$ cat src/rtl/acc_mult_ctrl_if.sv
// ---------------------------------------------------------------------------
// acc_mult_ctrl_if
//   Bundles the front-panel launch inputs, the ALU carry feedback and the
//   datapath control outputs of acc_mult_ctrl.
//   master : front panel / datapath side (drives start, operands, alu_cout)
//   slave  : the sequencer (drives op_a, strobes, mux/opcode, status)
// ---------------------------------------------------------------------------
interface acc_mult_ctrl_if #(
    parameter int WIDTH = 16,
    parameter int CNT_W = 8
);
    logic             start;
    logic [WIDTH-1:0] a_in;
    logic [CNT_W-1:0] b_in;
    logic             alu_cout;
    logic [WIDTH-1:0] op_a;
    logic             acc_clr;
    logic             acc_ld;
    logic             mux_sel;
    logic [1:0]       alu_op;
    logic             busy;
    logic             done;
    logic             ovf;

    modport master (
        output start, a_in, b_in, alu_cout,
        input  op_a, acc_clr, acc_ld, mux_sel, alu_op, busy, done, ovf
    );

    modport slave (
        input  start, a_in, b_in, alu_cout,
        output op_a, acc_clr, acc_ld, mux_sel, alu_op, busy, done, ovf
    );
endinterface

$ cat src/rtl/acc_mult_ctrl.sv
// ---------------------------------------------------------------------------
// acc_mult_ctrl
//   Sequencer for the accumulator datapath. Computes A*B by clearing the
//   accumulator and then adding A to it B times.
//   Ports:
//     clk  - system clock, all state changes on posedge
//     clr  - synchronous active-high reset, overrides everything
//     bus  - acc_mult_ctrl_if.slave:
//              in : start, a_in, b_in, alu_cout
//              out: op_a, acc_clr, acc_ld, mux_sel, alu_op, busy, done, ovf
// ---------------------------------------------------------------------------
module acc_mult_ctrl #(
    parameter int         WIDTH   = 16,
    parameter int         CNT_W   = 8,
    parameter logic [1:0] ALU_ADD = 2'b00
) (
    input  logic            clk,
    input  logic            clr,
    acc_mult_ctrl_if.slave  bus
);

    typedef enum logic [1:0] {
        S_IDLE,
        S_CLEAR,
        S_ADD,
        S_DONE
    } state_t;

    state_t           state_q, state_d;
    logic [CNT_W-1:0] cnt_q,   cnt_d;
    logic [WIDTH-1:0] op_a_q,  op_a_d;
    logic             ovf_q,   ovf_d;

    logic       acc_clr, acc_ld, mux_sel, busy, done;
    logic [1:0] alu_op;

    always_ff @(posedge clk) begin
        if (clr) begin
            state_q <= S_IDLE;
            cnt_q   <= '0;
            op_a_q  <= '0;
            ovf_q   <= 1'b0;
        end else begin
            state_q <= state_d;
            cnt_q   <= cnt_d;
            op_a_q  <= op_a_d;
            ovf_q   <= ovf_d;
        end
    end

    // Next state plus Moore output decode from the registered state.
    always_comb begin
        state_d = state_q;
        cnt_d   = cnt_q;
        op_a_d  = op_a_q;
        ovf_d   = ovf_q;
        acc_clr = 1'b0;
        acc_ld  = 1'b0;
        mux_sel = 1'b0;
        alu_op  = ALU_ADD;
        busy    = 1'b0;
        done    = 1'b0;

        case (state_q)
            S_IDLE: begin
                if (bus.start) begin
                    state_d = S_CLEAR;
                    op_a_d  = bus.a_in;
                    cnt_d   = bus.b_in;
                    ovf_d   = 1'b0;
                end
            end
            S_CLEAR: begin
                acc_clr = 1'b1;
                busy    = 1'b1;
                state_d = (cnt_q == '0) ? S_DONE : S_ADD;
            end
            S_ADD: begin
                acc_ld  = 1'b1;
                mux_sel = 1'b1;
                busy    = 1'b1;
                // Only entered with cnt_q >= 1, so the decrement cannot wrap.
                cnt_d   = cnt_q - 1'b1;
                ovf_d   = ovf_q | bus.alu_cout;
                if (cnt_q == CNT_W'(1))
                    state_d = S_DONE;
            end
            S_DONE: begin
                done    = 1'b1;
                state_d = S_IDLE;
            end
            default: state_d = S_IDLE;
        endcase
    end

    assign bus.op_a    = op_a_q;
    assign bus.acc_clr = acc_clr;
    assign bus.acc_ld  = acc_ld;
    assign bus.mux_sel = mux_sel;
    assign bus.alu_op  = alu_op;
    assign bus.busy    = busy;
    assign bus.done    = done;
    assign bus.ovf     = ovf_q;

endmodule

$ cat src/flat_wrapper.sv
// flat-port wrapper written by rule: the top's interface ports become plain ports
module acc_mult_ctrl_flat 
#(
    parameter int         WIDTH   = 16,
    parameter int         CNT_W   = 8,
    parameter logic [1:0] ALU_ADD = 2'b00
)
  (clk, clr, bus_start, bus_a_in, bus_b_in, bus_alu_cout, bus_op_a, bus_acc_clr, bus_acc_ld, bus_mux_sel, bus_alu_op, bus_busy, bus_done, bus_ovf);
  acc_mult_ctrl_if #(.WIDTH(WIDTH), .CNT_W(CNT_W)) bus_i ();
  input  logic clk;
  input  logic clr;
  input wire logic [$bits(bus_i.start)-1:0] bus_start;
  input wire logic [$bits(bus_i.a_in)-1:0] bus_a_in;
  input wire logic [$bits(bus_i.b_in)-1:0] bus_b_in;
  input wire logic [$bits(bus_i.alu_cout)-1:0] bus_alu_cout;
  output wire logic [$bits(bus_i.op_a)-1:0] bus_op_a;
  output wire logic [$bits(bus_i.acc_clr)-1:0] bus_acc_clr;
  output wire logic [$bits(bus_i.acc_ld)-1:0] bus_acc_ld;
  output wire logic [$bits(bus_i.mux_sel)-1:0] bus_mux_sel;
  output wire logic [$bits(bus_i.alu_op)-1:0] bus_alu_op;
  output wire logic [$bits(bus_i.busy)-1:0] bus_busy;
  output wire logic [$bits(bus_i.done)-1:0] bus_done;
  output wire logic [$bits(bus_i.ovf)-1:0] bus_ovf;
  assign bus_i.start = bus_start;
  assign bus_i.a_in = bus_a_in;
  assign bus_i.b_in = bus_b_in;
  assign bus_i.alu_cout = bus_alu_cout;
  assign bus_op_a = bus_i.op_a;
  assign bus_acc_clr = bus_i.acc_clr;
  assign bus_acc_ld = bus_i.acc_ld;
  assign bus_mux_sel = bus_i.mux_sel;
  assign bus_alu_op = bus_i.alu_op;
  assign bus_busy = bus_i.busy;
  assign bus_done = bus_i.done;
  assign bus_ovf = bus_i.ovf;
  acc_mult_ctrl #(.WIDTH(WIDTH), .CNT_W(CNT_W), .ALU_ADD(ALU_ADD)) u_core (.clk(clk), .clr(clr), .bus(bus_i));
endmodule
$ cat config.mk
export PLATFORM = sky130hd
export DESIGN_NAME = acc_mult_ctrl_flat
export DESIGN_NICKNAME = d
export VERILOG_FILES = /design/src/rtl/acc_mult_ctrl_if.sv /design/src/rtl/acc_mult_ctrl.sv /design/src/flat_wrapper.sv
export SDC_FILE = /design/constraint.sdc
export NUM_CORES = 1
export LEC_CHECK = 0
export CAP_MARGIN = 20
export CELL_PAD_IN_SITES_DETAIL_PLACEMENT = 1
export CELL_PAD_IN_SITES_GLOBAL_PLACEMENT = 2
export CORE_MARGIN = 3
export CORE_UTILIZATION = 21
export DETAILED_ROUTE_END_ITERATION = 16
export GPL_ROUTABILITY_DRIVEN = 0
export PLACE_DENSITY_LB_ADDON = 0.1
export SETUP_SLACK_MARGIN = 0.05
export SYNTH_ARGS = -nofsm -noshare
export SYNTH_HDL_FRONTEND = slang
export SYNTH_SLANG_ARGS = --single-unit
$ cat constraint.sdc
create_clock -name clk -period 1.7 [get_ports clk]
set_clock_uncertainty 0.2 [all_clocks]
set_input_delay 0.17 -clock clk [delete_from_list [all_inputs] [get_ports clk]]
set_output_delay 0.17 -clock clk [all_outputs]
set_load 0.01 [all_outputs]
Yosys cells after proc, flatten, opt, wreduce, memory -nomap -nowiden
Cells that the tools add are included.
Operators by class
  mux-type cells: 12
  eq/ne operators: 6
  reduce and logical (&&, ||, !) cells: 7
  add/sub/neg operators: 1
  bitwise logic cells: 1
Operators by type and width (number)
  case mux 8 bit (2 select lines): 1
  == test 8 x 1 -> 1 bit (second input constant): 1
  logical NOT 8 bit: 1
  two-way mux 8 bit: 1
  case mux 2 bit (4 select lines): 1
  subtractor 8 x 1 -> 8 bit (second input constant): 1
  two-way mux 1 bit: 6
  AND reduction 2 bit: 3
  == test 2 bit (second input constant): 2
  two-way mux 2 bit: 2
  == test 2 x 1 -> 1 bit (second input constant): 1
  logical NOT 2 bit: 1
  inequality test 2 x 1 -> 1 bit (second input constant): 1
  inequality test 2 bit (second input constant): 1
  case mux 1 bit (2 select lines): 1
  nonzero test 2 bit: 1
  OR reduction 2 bit: 1
  bitwise OR 1 bit: 1
Storage, ports and cells
  register bits: 27
  bits of input ports: 28

Longest topological paths before layout
Gate-level depths: netlist of the first run.
  depth in word-level cells: 3
  gate-level depth with buffers: 8
  mapped depth without buffers: 6

Least setup slack after synthesis of the first run
No wires, ideal clock.
  kind: register to register
  start: reg u_core.state_q[0]
  end: reg u_core.cnt_q[7]
  cell stages (with the launch flop): 8
  required time: 1.381 ns
  path buffers: 2
  setup slack: -0.202 ns
  clock period less this slack: 1.902 ns
  library setup time: 0.119 ns
  arrival time: 1.583 ns
  cells stage by stage: dfxtp_1 > inv_1 > ha_1 > buf_2 > mux2i_1 > clkbuf_1 > a21oi_1 > o221a_2
On the way
  cells in the longest elaborated chain, start to end: 3
  elaborated cells between the ends (all ways): 6
  classes of those cells: 2 x eq/ne; 1 x mux; 3 x reduce/logical
RTL lines
  start: declaration: RTL line acc_mult_ctrl.sv:29  | state_t state_q, state_d;
  start signal: assignment: RTL line acc_mult_ctrl.sv:44  | state_q <= state_d;
  == test 2 bit / logical NOT 2 bit (equally long branches): RTL line acc_mult_ctrl.sv:64  | case (state_q)
  nonzero test 2 bit (no line) / inequality test 2 bit (equally long branches)
  AND reduction 2 bit (no line)
  end signal: assignment: RTL line acc_mult_ctrl.sv:45  | cnt_q <= cnt_d;
  end: declaration: RTL line acc_mult_ctrl.sv:30  | logic [CNT_W-1:0] cnt_q, cnt_d;
Several ways; a longest one is shown, not always the timed one.
A chain may end at the register's enable or synchronous reset.

Worst setup path in the final report of the first run
Same ends and word-level chain as after synthesis.

==> results of run 1 <==
## worst paths after layout
kind,startpoint,to,depth (start not counted)
hold reg to reg,u_core.bus.op_a[8],u_core.bus.op_a[8],2
setup reg to reg,u_core.state_q[0],u_core.cnt_q[7],7
hold / removal,bus_a_in[15],u_core.bus.op_a[15],3
setup / recovery,u_core.state_q[0],u_core.cnt_q[7],7
## kinds of logic after synthesis
family / share of synthesized area [%]
other: 0.284
multiplexers: 2.27
AND/OR/NAND/NOR: 20.2
adder cells (fa/ha/maj): 7.57
buffers and inverters: 6.15
AO/OA/AOI/OAI: 22.6
flip-flops: 40.9
## state kept, by name, summed over array words and instances (netlist names)
register,cells
u_core.cnt_q,8
u_core.state_q,2
u_core.bus.op_a,16
u_core.bus.ovf,1
## layout make-up
cell class	count	area, sq um
Clock buffer	3	41.3
Clock inverter	1	7.51
Fill cell	728	3650
Inverter	6	32.5
Multi-Input combinational cell	123	851
Sequential cell	27	546
Tap cell	75	93.8
Timing Repair Buffer	80	807
## cells in the final DEF (no fill, tap or decap), drive strengths merged, types with 2 or more instances in the layout
cell,count
a31oi,2
nor2,10
nor3,4
dlygate4sd2,3
buf,30
ha,8
mux2i,3
o21ai,6
nand4,2
conb,2
clkbuf,4
a21oi,26
clkdlybuf4s15,2
dfxtp,27
inv,6
nand2,37
clkdlybuf4s50,44
a21o,2
a211oi,3
## per-layer routing
metal  wire length (um)  vias to the layer above  part of all wire (%)  track usage [%]
met2               2340                       30                    51             21.2
met3                268                        2                   5.8             3.50
met1               1990                      683                    43             15.6
met4                 29                        0                  0.63             2.59
met5                  0                        -                     0                0
li1                   -                      716                     -                -
## stage by stage
| step | total power [uW] | setup WS (ps) |
|---|---|---|
| after floorplan | 1950 | 53.2 |
| after global placement | 2740 | 30.6 |
| after detailed placement | 2800 | -45.7 |
| after CTS | 3430 | -24.6 |
| after global routing | 4050 | -78.2 |
| final | 3750 | 15.0 |
## timing repair
action / in CTS / in global routing
hold endpoints to repair: 0 / 0
setup buffers: 7 / 2
endpoints found under the setup margin: 12 / 28
pin swaps: 4 / 12
cloned: 1 / 1
resized for setup: 21 / 35
## worst max-delay path: stages (launching register included)
cell and delay (ps):
dfxtp_2 370, inv_4 60, ha_4 190, buf_12 150
mux2i_4 180, buf_6 160, a21oi_2 30, o221a_2 260
## power by group through the flow
stage	Combinational, uW	Sequential [uW]	Clock [uW]
after CTS	2070	934	425
after detailed placement	1860	939	0
after global routing	2620	986	445
final	2410	959	390
after global placement	1810	932	0
after floorplan	994	954	0
==> out/qor.csv, run 1 <==
stage;metric;value;unit
clock_tree;clock_latency;280;ps
power_and_ir_drop;switchingPower;1490;uW
worst_hold_path;hold_class;input pin to flop;
critical_path;rrSetupSlack;10;ps
critical_path;worstPathArrival;1670;ps
power_and_ir_drop;powerDensity;1580;nW/um^2
clock_tree;cts_root_buf;clkbuf_8;
timing;drv_slew;0;
logic_synthesis;yosysMostFrequentCell;nand2_1;
power_and_ir_drop;p_seq_share;25.5;%
routing;detail_route.iter0.violations;34;
finish;drive_gt1_share;25.8;%
grt;grt_pass1_wl;7.31;mm
finish;syn_to_final_growth;79.8;%
power_and_ir_drop;p_sw_share;39.6;%
routing;viasPerCell;4.54;
logic_synthesis;syn-mean-instance-area;7.92;sq um
timing;tns;0;ps
status;status;finished, final reports clean;
clock_tree;holdBufCountCts;0;
timing;timing.final.crit_share;99.1;%
finish;final_cells;315;
logic_synthesis;synthCells;167;
finish;postLayoutCellArea;2380;sq um
critical_path;criticalPathCategory;flop to flop;
flow_run;max-cap-violations;0;
clock_tree;clkSinkCount;27;
clock_tree;htreeDepth;1;
placed_design;post-place-cells;301;
routing;routed_wl;4.63;mm
grt;track_usage;12.4;%
timing;setup_viol;0;
routing;route.detailed.drc;0;
floorplanning;start_util;21.9;%
logic_synthesis;yosysUniqueCellTypes;38;
clock_tree;path_clk_slew;110;ps
routing;vias;1431;
logic_synthesis;ys_seq_area_share;40.9;%
grt;grt-ovfl-total;0;
timing;rsz0062_at_grt;true;
timing;fin_crit;1690;ps
floorplanning;die_height;85.4;um
power_and_ir_drop;combPwrFrac;64.1;%
logic_synthesis;synth_top_cells_by_area;dfxtp_1, nand2_1, a21oi_1, ha_1, nor2_1;
floorplanning;dieArea;7290;sq um
routing;wl_per_cell;14.7;um
floorplanning;rows;28;
critical_path;end_kind;flop;
routing;dr.pass1.iters;4;
power_and_ir_drop;power_leakage;0.000925;uW
power_and_ir_drop;intPower;2270;uW
finish;utilization;39.5;%
logic_synthesis;yosysTopAreaCellShare;40.9;%
placed_design;dpl-instance-area;2060;sq um
timing;timing.fmax;0.593;GHz
logic_synthesis;syn_area;1320;sq um
finish;fin_nets;277;
placed_design;port-buffer-count;49;
logic_synthesis;synth.top_cells.by_count;nand2_1, dfxtp_1, a21oi_1, nor2_1, ha_1;
grt;antenna_found_initial;0;
critical_path;cp.required;1680;ps
power_and_ir_drop;ir_worst_vdd;567;uV
floorplanning;die-width;85.4;um
logic_synthesis;synth_warnings;0;
grt;grt_max_degree;17;
grt;first_global_vias;1542;
logic_synthesis;synth_ff_type;dfxtp_1;
clock_tree;numCtsBuffers;3;
routing;detail-route-antenna-nets;0;
timing;hold_viol;0;
timing;whs;231;ps
floorplanning;io_pins;52;
logic_synthesis;yosysTopAreaCell;dfxtp_1;
power_and_ir_drop;power_frac_clock;10.4;%
logic_synthesis;ys_async_sr_fraction;0;%
critical_path;path_max_fanout;5;
finish;antenna_cells;0;
floorplanning;core;6030;sq um
critical_path;critPathLaunchType;flop;
clock_tree;cts_buffer_depth;2;
clock_tree;cts_tree;done;
logic_synthesis;synth_edf_count;0;
logic_synthesis;yosys_register_bits;27;
placed_design;place_hpwl;3.28;mm
Note: power is estimated with default switching activity, not from simulation.
==> run 2: changes to the inputs <==
--- a/config.mk
+++ b/config.mk
@@ -17,3 +17,4 @@
 export SYNTH_ARGS = -nofsm -noshare
 export SYNTH_HDL_FRONTEND = slang
 export SYNTH_SLANG_ARGS = --single-unit
+export TNS_END_PERCENT = 10
==> run 2 against run 1 <==
Net effect:
- the run now ends with negative setup slack left
- first-iteration DRC count fell by 15%
- die area is the same
- cell count fell by 1.6%
- routed wire length is 3.7% lower
- largest cell class unchanged
- largest power group unchanged
- worst setup slack lost 19 ps
==> out/qor.csv, run 2 (synthesized netlist as in run 1, its figures left out) <==
stage;metric;value;unit;change
grt;antenna_found_initial;0;;unchanged
power_and_ir_drop;power_leakage;0.000862;uW;-6.9%
critical_path;regToRegStartpoint;u_core.state_q[1];;
finish;final_cell_mix;clkdlybuf4s50_1, nand2_1, dfxtp_1;;
power_and_ir_drop;total_power;3480;uW;-7.4%
floorplanning;rows;28;;unchanged
clock_tree;clock_latency;280;ps;about the same
worst_hold_path;worst_hold_startpoint;bus_a_in[15];;
floorplanning;die_height;85.4;um;unchanged
finish;multiInputGateArea;798;sq um;-6.2%
routing;viasPerCell;4.55;;+0.12%
clock_tree;numCtsBuffers;3;;unchanged
clock_tree;cts_tree;done;;
floorplanning;core;6030;sq um;unchanged
timing;setup_slack;-4.22;ps;-19.2 ps
timing;drv_slew;0;;unchanged
clock_tree;cts_root_buf;clkbuf_8;;
grt;track_usage;12.0;%;-0.38 points
worst_hold_path;hold_class;input pin to flop;;
critical_path;cp.required;1690;ps;about the same
finish;drive_gt1_share;20.4;%;-5.4 points
finish;utilization;37.3;%;-2.2 points
clock_tree;path_clk_slew;110;ps;about the same
floorplanning;die-width;85.4;um;unchanged
floorplanning;io_pins;52;;unchanged
grt;grt-ovfl-total;0;;unchanged
floorplanning;start_util;21.9;%;unchanged
power_and_ir_drop;ir_worst_vdd;554;uV;-2.3%
finish;nFillCells;732;;+0.55%
clock_tree;cts_buffer_depth;2;;unchanged
critical_path;worstPathArrival;1690;ps;+20 ps
timing;setup_viol;1;;+1
clock_tree;clkSinkCount;27;;unchanged
power_and_ir_drop;powerDensity;1550;nW/um^2;-2.0%
placed_design;dpl-instance-area;2060;sq um;unchanged
routing;routed_wl;4.46;mm;-3.7%
timing;fin_crit;1700;ps;+19.2 ps
critical_path;critPathLaunchType;flop;;
routing;detail-route-antenna-nets;0;;unchanged
placed_design;place_hpwl;3.28;mm;unchanged
timing;whs;225;ps;-5.61 ps
placed_design;dp_slack;-45.7;ps;unchanged
routing;wl_per_cell;14.4;um;-2.1%
routing;vias;1410;;-1.5%
timing;timing.final.crit_share;100;%;+1.1 points
placed_design;port-buffer-count;49;;unchanged
flow_run;max-cap-violations;0;;unchanged
grt;grt_pass1_wl;7.09;mm;-3.0%
finish;antenna_cells;0;;unchanged
finish;syn_to_final_growth;69.9;%;
timing;timing.fmax;0.587;GHz;-1.1%
timing;rsz0062_at_grt;true;;
clock_tree;htreeDepth;1;;unchanged
finish;largest_register_ffs;16;;unchanged
critical_path;end_kind;flop;;
floorplanning;dieArea;7290;sq um;unchanged
routing;dr.pass1.iters;4;;unchanged
status;violations;negative setup slack;;
finish;final_common_cell;clkdlybuf4s50_1;;
grt;first_global_vias;1505;;-2.4%
routing;detail_route.iter0.violations;29;;-15%
timing;hold_viol;0;;unchanged
routing;route.detailed.drc;0;;unchanged
critical_path;crit_path_start;u_core.state_q[1];;
finish;postLayoutCellArea;2250;sq um;-5.5%
finish;fin_nets;272;;-1.8%
critical_path;path_max_fanout;6;;+1
status;status;complete, but fails checks;;
grt;grt_max_degree;17;;unchanged
finish;seqCellArea;546;sq um;unchanged
critical_path;criticalPathCategory;flop to flop;;
clock_tree;holdBufCountCts;0;;unchanged
[run 2: critical path, cell delays in order (launching register included)]
cell and delay [ps]:
dfxtp_4 390, inv_4 80, ha_4 190, mux2i_4 280
buf_6 160, a21oi_1 40, o221a_2 260
[run 2: routing by layer]
| metal | track usage, % | share of wire [%] | vias up | wire length, um |
|---|---|---|---|---|
| met1 | 15.1 | 45 | 675 | 2000 |
| met2 | 20.4 | 49 | 28 | 2170 |
| met4 | 2.59 | 0.65 | 0 | 29 |
| met3 | 3.50 | 5.8 | 2 | 257 |
| li1 | - | - | 705 | - |
| met5 | 0 | 0 | - | 0 |
[run 2: where the power goes]
group          switching (uW)  leakage (uW)  internal, uW
registers                 154      0.000223           797
logic                    1010      0.000617          1120
clock network             228     0.0000217           167
[run 2: repair_timing]
action	CTS	global route
endpoints found under the setup margin	12	12
cloned	0	1
buffers inserted	3	1
pin swaps	1	8
gates resized for setup	10	25
[run 2: cell type report]
cell class | count | area share (%)
clock buffers | 3 | 1.84
clock inverters | 1 | 0.334
inverters | 6 | 1.34
multi-input cells | 123 | 35.5
flip-flops and latches | 27 | 24.3
well taps | 75 | 4.18
repair buffers | 75 | 32.5
[run 2: through the flow]
step / TNS, ps / instances
2_1_floorplan: 0 / 168
5_1_grt: -233 / 310
4_1_cts: -44.6 / 308
3_3_place_gp: 0 / 301
6_report: -4.22 / 310
3_5_place_dp: -81.0 / 301
[run 2: path summary, 6_finish.rpt]
check / cells after the start / endpoint / slack, ps
max: 6 / u_core.cnt_q[7] / -4
min: 3 / u_core.bus.op_a[15] / 230
max reg2reg: 6 / u_core.cnt_q[7] / -4
min reg2reg: 2 / u_core.bus.op_a[8] / 260
==> patch, RTL diff (settings of run 1) <==
Encoding of `state_t`: now Gray code (2 bits for 4 states).
--- a/src/rtl/acc_mult_ctrl.sv
+++ b/src/rtl/acc_mult_ctrl.sv
@@ -20,10 +20,10 @@
 );
 
     typedef enum logic [1:0] {
-        S_IDLE,
-        S_CLEAR,
-        S_ADD,
-        S_DONE
+        S_IDLE  = 2'b00,
+        S_CLEAR = 2'b01,
+        S_ADD   = 2'b11,
+        S_DONE  = 2'b10
     } state_t;
 
     state_t           state_q, state_d;
Behaviour: no difference found for any inputs over 10 cycles, from zero or initial values; not proved beyond that.
==> patch against run 1 <==
  * The flow now finishes with violations (negative setup slack)
  * Via count fell by 19%
  * Sequential cell count did not move
  * Die area fell by 11%
  * Maximum frequency fell by 1.5%
  * Core utilization fell by 3.4 points
  * Routed wire length fell by 25%
  * Cell count fell by 15%
  * Setup slack got worse by 26 ps
  * Cell area fell by 21%
  * Synthesized area fell by 12%
  * Critical path depth fell by 4
  * Largest cell class is now buffers
Power is not compared: it rests on default switching activity, and its combinational part moved more than twofold at a synthesized area within 25%.
==> patch: results (changes against run 1) <==
stage,metric,value,unit,change
critical_path,Crit-path slowest cell,or4_4,,was dfxtp_2
critical_path,crit path from,u_core.cnt_q[4],,was u_core.state_q[0]
timing,Final WS setup,-11.05,ps,was 14.96 ps
cells_and_area,area delta synth->final,62.08,%,was 79.85%
global_route,pin count of the biggest net entering global routing,28,,was 17
outcome,status,"finished, violations left",,was completed
drt,Avg WL per Cell,12.94,µm,was 14.70 µm
outcome,failing checks,negative setup slack,,
placement,placed instance count,263,,was 301
synth,mean post-synth cell area,8.146,µm²,was 7.919 µm²
drt,WL met1,1536,µm,was 1992 µm
cells_and_area,Layout clock area frac,2.386,%,was 2.052%
placement,dpl cell area,0.001805,mm²,was 0.002058 mm²
cells_and_area,buffer share of cell area,32.74,%,was 33.93%
synth,register area share after synthesis,46.40,%,was 40.87%
placement,dpl hpwl,2711,µm,was 3283 µm
critical_path,critical path's top delay family,simple AND/OR/NAND/NOR gates,,was flip-flops
cells_and_area,register area,551.8,µm²,was 545.5 µm²
cells_and_area,Signal buffers,65,,was 80
placement,post-placement worst setup slack,-216.7,ps,was -45.69 ps
drt,met3 wire length,238,µm,was 268 µm
cells_and_area,number of sequential cells,27,,unchanged
cells_and_area,Fillers,630,,was 728
synth,mux contribution to synthesized area,0,%,was 2.271%
drt,Vias,1166,,was 1431
cells_and_area,multi-input logic area,570.5,µm²,was 850.8 µm²
synth,cells taking the most area after synthesis,"dfxtp_1, nand2_1, a21oi_1",,unchanged
synth,commonest cells in the netlist,"nand2_1, dfxtp_1, a21oi_1",,unchanged
hold_path,Hold Crit Start,bus_a_in[4],,was bus_a_in[15]
synth,post-synth cell types,33,,was 38
timing,final setup violation count,1,,was 0
synth,post-synthesis compound-gate area fraction,19.23,%,was 22.61%
critical_path,CP peak stage delay,540,ps,was 370 ps
global_route,met2 Track Usage GR,19.70,%,was 21.19%
global_route,first-pass GRT wire length,5851,µm,was 7314 µm
global_route,Overall Global Routing Usage,11.39,%,was 12.43%
cells_and_area,final net count,230,,was 277
global_route,number of global-route vias before repair,1227,,was 1542
cells_and_area,layout cell share with drive strength beyond 1,16.08,%,was 25.83%
cells_and_area,number of multi-input logic gates,99,,was 123
cells_and_area,final-layout clock buffer total,4,,was 3
global_route,GR Util met1,13.70,%,was 15.60%
global_route,met3 Usage GRT,3.924,%,was 3.495%
==> patch: cell types whose count changed in the layout (fill, tap and decap cells not counted), moves of 3 or more <==
cell,delta
a21oi_1,-3
a21oi_2,-4
a2bb2oi_1,+3
a31oi_1,+3
buf_4,-3
buf_6,-8
dfxtp_1,-3
ha_1,-3
nor2_1,-9
==> patch: what timing repair did <==
item	in CTS	in global routing
gates resized for setup	11	7
setup buffers	1	1
hold endpoints to repair	0	0
pin swaps	1	4
endpoints found under the setup margin	9	25
==> patch: worst paths after layout <==
path                         end  slack (ps)  cells past startpoint
max              u_core.cnt_q[7]         -10                      3
min           u_core.bus.op_a[4]         250                      3
max reg2reg      u_core.cnt_q[7]         -10                      3
min reg2reg  u_core.bus.op_a[12]         260                      2
==> patch: cell families (layout without fill, tap and decap cells) <==
logic type | Yosys count | after routing
fa+ha+maj | 2 | 2
compound gates | 36 | 36
simple gates | 59 | 59
buf+inv | 18 | 73
other cells | 1 | 2
flops | 27 | 27
